### config.mk
export PLATFORM = sky130hd
export DESIGN_NAME = gpr_file
export DESIGN_NICKNAME = d
export VERILOG_FILES = /design/src/rtl/gpr_file.sv
export SDC_FILE = /design/constraint.sdc
export NUM_CORES = 1
export LEC_CHECK = 0
export CAP_MARGIN = 30
export CORE_AREA = 2 2 129 131
export CTS_CLUSTER_DIAMETER = 150
export DETAILED_ROUTE_END_ITERATION = 16
export DIE_AREA = 0 0 131 133
export GPL_TIMING_DRIVEN = 0
export SYNTH_ARGS = -nofsm -noshare
export SYNTH_HDL_FRONTEND = slang
export SYNTH_SLANG_ARGS = --single-unit
### constraint.sdc
create_clock -name clk -period 3.3 [get_ports clk]
set_input_delay 0.66 -clock clk [delete_from_list [all_inputs] [get_ports clk]]
set_output_delay 0.66 -clock clk [all_outputs]
set_load 0.01 [all_outputs]
### src/rtl/gpr_file.sv
// PIC10F200 general-purpose register file: 16 x 8-bit GPRs at 0x10-0x1F,
// with single-level INDF indirection through FSR.
module gpr_file (
  input  logic       clk,
  input  logic       rst,
  input  logic [4:0] f_addr,
  input  logic [4:0] fsr_bus,
  input  logic       wr_en,
  input  logic [7:0] alu_bus,
  output logic [4:0] eff_addr,
  output logic       gpr_sel,
  output logic [7:0] rd_data
);

  logic [7:0] mem [0:15];

  // INDF with FSR=0 resolves to 0x00 naturally and is never re-resolved.
  assign eff_addr = (f_addr == 5'h00) ? fsr_bus : f_addr;
  assign gpr_sel  = eff_addr[4];
  assign rd_data  = gpr_sel ? mem[eff_addr[3:0]] : 8'h00;

  always_ff @(posedge clk) begin
    if (rst) begin
      for (int i = 0; i < 16; i++) begin
        mem[i] <= 8'h00;
      end
    end else if (wr_en && gpr_sel) begin
      mem[eff_addr[3:0]] <= alu_bus;
    end
  end

endmodule

==> metrics.md, run 1 <==
| Metric | Value |
|---|---|
| Pwr dens | `536 mW/mm2` |
| FFs w/ async S/R, synth | `0%` |
| Post-DP HPWL | `around 12000 um` |
| Routed vias/inst | `~5.6` |
| CP max FO | `10` |
| GRT Resource Usage Total | `22.9%` |
| Syn_area_per_cell | `13.3 um2` |
| Largest net degree at the start of global routing | `17` |
| Die area | `about 0.017 mm2` |
| Max cap viols | `0` |
| Drt pass-1 iters | `5` |
| DP Worst Slack | `-1.37 ns` |
| Max reg flops | `approximately 130` |
| #FFs+latches synth | `128` |
| First-pass GRT wire length | `about 28000 um` |
| Top cells by area, synth | `edfxtp_1, and2_1, mux4_2` |
| Sequential share of the synthesized area | `between 60% and 70%` |
| # DRC | `0` |
| Via count | `approximately 4400` |
| Antenna violations before repair | `1` |
| Post-route insts no fill | `a little under 800` |
| Synth Warn # | `0` |
| LEAKAGE | `~3 nW` |
| Critical path class | `in2out` |
| Netlist cell types | `51` |
| Slew @ Worst Pin | `0.696 ns` |
| Cts-stage hold buffer count | `0` |
| Syn_nets | `between 400 and 500` |
| Yosys top cell area share | `between 60 and 70%` |
| Layout area overhead | `29.7%` |
| Total Power | `~0.0044 W` |
| Post-synth top cells | `and2_1, edfxtp_1, nor2_1` |
| Vias in the first global route | `4461` |
| Ports | `35` |
| Critical hold path startpoint | `alu_bus[3]` |
| Root Driver | `clkbuf_16` |
| Crit path from | `fsr_bus[0]` |
| Worst Setup End Kind | `output pin` |
| Reg with most FFs | `mem` |
| Die W | `about 130 um` |
| Clock buffer depth | `2` |
| Starting density of the core | `between 30% and 40%` |
| Die Height | `between 100 and 150 um` |
| Period utilisation layout | `a little over nine tenths` |
| NumNets Final | `roughly 580` |
| Initial DRC Count | `about 410` |
| CP Data Required Time | `2.64 ns` |
| Peak supply drop | `0.289 mV` |
| Post-synth top flop | `edfxtp_1` |
| Worst-path clk slew | `~0.060 ns` |
| PortBufs | `33` |
| Gr ovfl total | `0` |
| Placed instance count | `a little over 700` |
| CTS Buf Count | `17` |
| Largest regs | `mem (128)` |
| Max frequency | `between 0.3 and 0.4 GHz` |
| WP data arrival | `between 2 and 3 ns` |
| Worst setup margin | `between 0.04 and 0.05 ns` |
| Metal-1 WL | `around 8000 um` |
| Top-count cell post-synth | `and2_1` |
| Routed wire per std cell | `between 20 and 25 um` |
| Hold_ws | `approximately 1.1 ns` |
| Rows | `47` |
| Post-Route WL | `between 15000 and 20000 um` |
| Final setup fails | `0` |
| CTS tree | `yes` |
| Synthesized cell area | `between 0.006 and 0.007 mm2` |
| Diode count | `0` |
| Top routing layer in use | `met4` |
| Setup TNS | `0 ns` |
| Routed met3 length | `~1500 um` |
| Final min period | `between 3 and 4 ns` |
| Leading area contributor after synthesis | `edfxtp_1` |
| Antenna Nets Post-Route | `0` |
| Final Hold Fails | `0` |
| Final GP Congestion | `0.855` |
| Core area | `around 0.016 mm2` |
| Hold WC Path Type | `in2reg` |
| H-tree levels | `4` |
| EDFF count, synth | `approximately 130` |
| Slew Limit Fails | `0` |
| RSZ-0062 raised after global routing | `false` |
| Normalized max-slew margin | `between 50 and 60%` |
| Synth Instances | `around 470` |
| Share of cells above drive strength 1 | `between 30 and 40%` |
| Status | `complete, no violations` |
| Clock sinks | `about 130` |
| Crit start category | `primary input` |
| Met2 WL post-DR | `slightly below 9000 um` |
path summary, 6_finish.rpt:
path	slack (ns)	depth (start not counted)	end
max	0.04	11	rd_data[3]
min	1.06	2	mem[10][3]$_SDFFCE_PN0P_
where the power goes:
part           internal [W]  switching, W  total, W
logic              0.000211      0.000278  0.000490
registers           0.00188     0.0000248   0.00190
clock network       0.00126      0.000717   0.00198
total               0.00335       0.00102   0.00437
layout make-up:
cell class / count / area [um2]
buffer: 23 / 201
clock buffer: 18 / 429
clock inverter: 14 / 190
fill: 1422 / 8020
inverter: 7 / 40.0
multi-input combinational: 315 / 2550
sequential: 128 / 3840
tap: 220 / 275
timing repair buffer: 64 / 619
cells in the final DEF (no fill, tap or decap), types with 5 or more instances in the layout:
cell type | netlist | routed
or2_2 | 16 | 16
a221oi_1 | 11 | 7
clkbuf_1 | 11 | 10
buf_4 | 4 | 28
nand2_1 | 13 | 12
mux2_2 | 6 | 6
mux2i_1 | 9 | 9
mux4_2 | 12 | 12
nor2_1 | 31 | 24
a211oi_2 | 1 | 6
edfxtp_1 | 128 | 128
clkdlybuf4s50_1 | 0 | 17
a221o_1 | 6 | 6
buf_6 | 3 | 5
clkinvlp_4 | 0 | 5
clkbuf_16 | 0 | 17
nor2_2 | 4 | 10
and2_1 | 130 | 130
buf_12 | 0 | 6
nor2b_1 | 15 | 13
buf_2 | 5 | 10
per-stage QoR:
step	util (%)	instance area, um2
3_5_place_dp	42.6	6890
4_1_cts	50.0	8080
2_1_floorplan	-	6280
5_1_grt	50.4	8150
3_3_place_gp	42.6	6890
6_report	50.4	8150
cells by family after synthesis:
kind of cell | after synthesis | synth area share (%)
buf+inv | 30 | 2.53
mux | 27 | 6.81
simple gates | 222 | 20.7
flops | 128 | 61.2
compound gates | 66 | 8.78
timing repair:
item	4_1_cts	5_1_grt
pin swaps	19	11
buffers inserted	23	5
cloned	3	0
endpoints found under the setup margin	110	6
endpoints found under the hold margin	0	0
resized for setup	131	14
worst max-delay path: stages:
cell and delay [ns]:
dlygate4sd2_1 0.28, nor2b_4 0.15, a21oi_4 0.22, inv_6 0.06
buf_4 0.14, buf_12 0.14, buf_12 0.15, a221oi_4 0.24
o41ai_2 0.15, o211a_1 0.25, buf_2 0.14
metal layers:
metal	GRT usage (%)	vias up
met4	8.63	0
li1	-	1928
met1	31.7	2219
met5	0	-
met2	34.7	201
met3	5.94	35
No activity file was read; power rests on OpenSTA's default activity.
==> run 2: changes to the inputs <==
Settings changed: CTS_CLUSTER_SIZE set to 14.
==> results of run 2 <==
The final DEF is identical to that of run 1; final timing and power are the same.
==> run 3: changes to the inputs <==
Settings changed: PLACE_DENSITY_LB_ADDON set to 0.12.
==> run 3 against run 2 <==
Compared with the run above: the flow now finishes with violations (negative setup slack); combinational power shrank 4.3%; power grew 3.3%; via count fell by 3.8%; cell count is 1.3% lower; global-route usage is 0.43 points lower; sequential cell count is the same; worst setup slack worse by 0.058 ns; maximum frequency is 1.8% lower; design area shrank 0.55%; clock power is 8% higher; highest routed layer unchanged.
==> metrics.md, run 3 (synthesis gave the netlist of run 1 again) <==
| Metric | Value |
|---|---|
| Final Hold Fails | `0 (unchanged)` |
| Antenna Nets Post-Route | `0 (unchanged)` |
| Hold WC Path Type | `in2reg` |
| Post-route insts no fill | `779 (-1.3%)` |
| Comb pwr share | `10.4% (-0.8 points)` |
| First-pass GRT wire length | `27300 um (-2.1%)` |
| CTS tree | `yes` |
| FILL cells | `1422 (unchanged)` |
| Slew @ Worst Pin | `0.748 ns (+0.0515 ns)` |
| Max frequency | `0.301 GHz (-1.8%)` |
| NetSw | `0.00102 W (+0.27%)` |
| Routed wire per std cell | `23.6 um (-0.71%)` |
| # DRC | `0 (unchanged)` |
| Root Driver | `clkbuf_16` |
| Worst-path clk slew | `0.06 ns (about the same)` |
| Reg power frac | `42.1% (-1.4 points)` |
| WP data arrival | `2.66 ns (+0.06 ns)` |
| Status | `finished, violations left` |
| Power share of the clock group | `47.5% (+2.2 points)` |
| Critical hold path startpoint | `f_addr[3]` |
| Clock buffer depth | `2 (unchanged)` |
| Net Sw Frac | `22.7% (-0.69 points)` |
| Period utilisation layout | `101% (+1.8 points)` |
| Normalized max-slew margin | `50.0% (-3.6 points)` |
| Worst Setup End Kind | `output pin` |
| Antenna violations before repair | `0 (-1)` |
| DP Worst Slack | `-1.37 ns (-0.000600 ns)` |
| Critical path class | `in2out` |
| GRT Resource Usage Total | `22.5% (-0.43 points)` |
| Failing checks | `negative setup slack` |
| Vias in the first global route | `4258 (-4.6%)` |
| Reg with most FFs | `mem` |
| Peak supply drop | `0.337 mV (+17%)` |
| Largest regs | `mem (128)` |
| Fin util | `50.1% (-0.28 points)` |
| Worst hold endpoint | `mem[3][5]$_SDFFCE_PN0P_` |
| Ports | `35 (unchanged)` |
| Worst setup margin | `-0.0169 ns (-0.0581 ns)` |
| Layout area overhead | `29.0%` |
| Die W | `131 um (unchanged)` |
| Diode count | `0 (unchanged)` |
| Crit start category | `primary input` |
| Commonest non-fill, non-tap cells in the layout | `and2_1, edfxtp_1, nor2_1` |
| NumNets Final | `567 (-1.7%)` |
| Reg area | `0.00384 mm2 (unchanged)` |
| Pwr dens | `557 mW/mm2 (+3.9%)` |
| RSZ-0062 raised after global routing | `true` |
| Max reg flops | `128 (unchanged)` |
| Starting density of the core | `38.9% (unchanged)` |
| Gr ovfl total | `0 (unchanged)` |
| Share of cells above drive strength 1 | `29.7% (-1.2 points)` |
| Final setup fails | `1 (+1)` |
| Final GP Congestion | `0.793 (-7.3%)` |
| Slew Limit Fails | `0 (unchanged)` |
| Placed instance count | `726 (unchanged)` |
| Crit path from | `fsr_bus[1]` |
| Final min period | `3.32 ns (+0.0581 ns)` |
| Post-Route WL | `18400 um (-2.0%)` |
| CTS Buf Count | `17 (unchanged)` |
| Rows | `47 (unchanged)` |
| Clock sinks | `128 (unchanged)` |
| Initial DRC Count | `361 (-13%)` |
| Via count | `4215 (-3.8%)` |
| Max cap viols | `0 (unchanged)` |
| Die Height | `133 um (unchanged)` |
| Die area | `0.0174 mm2 (unchanged)` |
| P_int | `0.00349 W (+4.2%)` |
| CP Data Required Time | `2.64 ns (about the same)` |
| Hold Crit Depth | `5 (+3)` |
| Drt pass-1 iters | `5 (unchanged)` |
| H-tree levels | `4 (unchanged)` |
| Commonest non-fill, non-tap cell in the layout | `and2_1` |
| Post-DP HPWL | `12300 um (+1.2%)` |
| LEAKAGE | `2.89 nW (-1.4%)` |
| Routed vias/inst | `5.41 (-2.6%)` |
| Largest net degree at the start of global routing | `17 (unchanged)` |
| CP max FO | `10 (unchanged)` |
| Core area | `0.0162 mm2 (unchanged)` |
| Area of the multi-input gates | `0.00257 mm2 (+0.83%)` |
| PortBufs | `33 (unchanged)` |
==> run 3: changes by cell type in the layout (fill, tap and decap cells not counted), moves of 2 or more <==
cell / delta
buf_4: -6
bufinv_16: +2
clkdlybuf4s15_2: +4
dlygate4sd2_1: -2
clkinv_4: -2
inv_1: +2
buf_2: -3
==> run 3: repair_timing <==
item | CTS | global route
endpoints found under the hold margin | 0 | 0
gates cloned | 1 | 0
buffers inserted | 19 | 1
hold buffers | 0 | 0
endpoints found under the setup margin | 70 | 9
pin swaps | 16 | 6
gates resized for setup | 118 | 19
==> run 3: final cells by class <==
class | instances | area share, %
Inverter | 7 | 0.417
Multi-Input combinational cell | 315 | 31.7
Clock inverter | 14 | 2.92
Tap cell | 220 | 3.40
Sequential cell | 128 | 47.4
Timing Repair Buffer | 54 | 6.48
Buffer | 23 | 2.33
Clock buffer | 18 | 5.29
==> run 3: worst max-delay path by stage <==
stage / to / slack (ns)
2_1_floorplan: rd_data[5] / 0.44
3_3_place_gp: rd_data[3] / -1.34
3_5_place_dp: rd_data[3] / -1.37
4_1_cts: rd_data[3] / -0.03
5_1_grt: rd_data[3] / -0.06
6_report: rd_data[3] / -0.02
==> run 3: worst max-delay path, cell delays in order <==
cell             delay [ns]
clkdlybuf4s15_2        0.26
nor2b_4                0.17
a21oi_4                0.19
inv_4                  0.09
buf_12                 0.15
buf_12                 0.15
mux2i_1                0.18
a221oi_2               0.32
o211a_1                0.24
clkdlybuf4s15_2        0.23
==> run 3: metrics by stage <==
stage	hold slack (ns)	total power (W)	TNS [ns]	cell area (um2)
3_5_place_dp	1.53	0.00232	-78.06	6890
2_1_floorplan	0.858	0.00214	0	6280
4_1_cts	1.08	0.00451	-0.0354	8050
3_3_place_gp	1.52	0.00231	-81.11	6890
5_1_grt	1.07	0.00463	-0.0787	8110
6_report	1.06	0.00451	-0.0169	8110
==> run 3: per-layer routing <==
layer / up-vias / wire length, um / GRT usage, %
met5: - / 0 / 0
li1: 1902 / - / -
met1: 2136 / 8340 / 31.7
met2: 151 / 8610 / 34.1
met3: 26 / 1110 / 5.86
met4: 0 / 316 / 7.21
==> run 3: power groups by stage <==
stage / logic [W] / clock network (W) / registers [W]
2_1_floorplan: 0.000214 / 0 / 0.00192
3_3_place_gp: 0.000384 / 0 / 0.00193
3_5_place_dp: 0.000386 / 0 / 0.00193
4_1_cts: 0.000460 / 0.00215 / 0.00190
5_1_grt: 0.000496 / 0.00223 / 0.00191
6_report: 0.000469 / 0.00214 / 0.00190
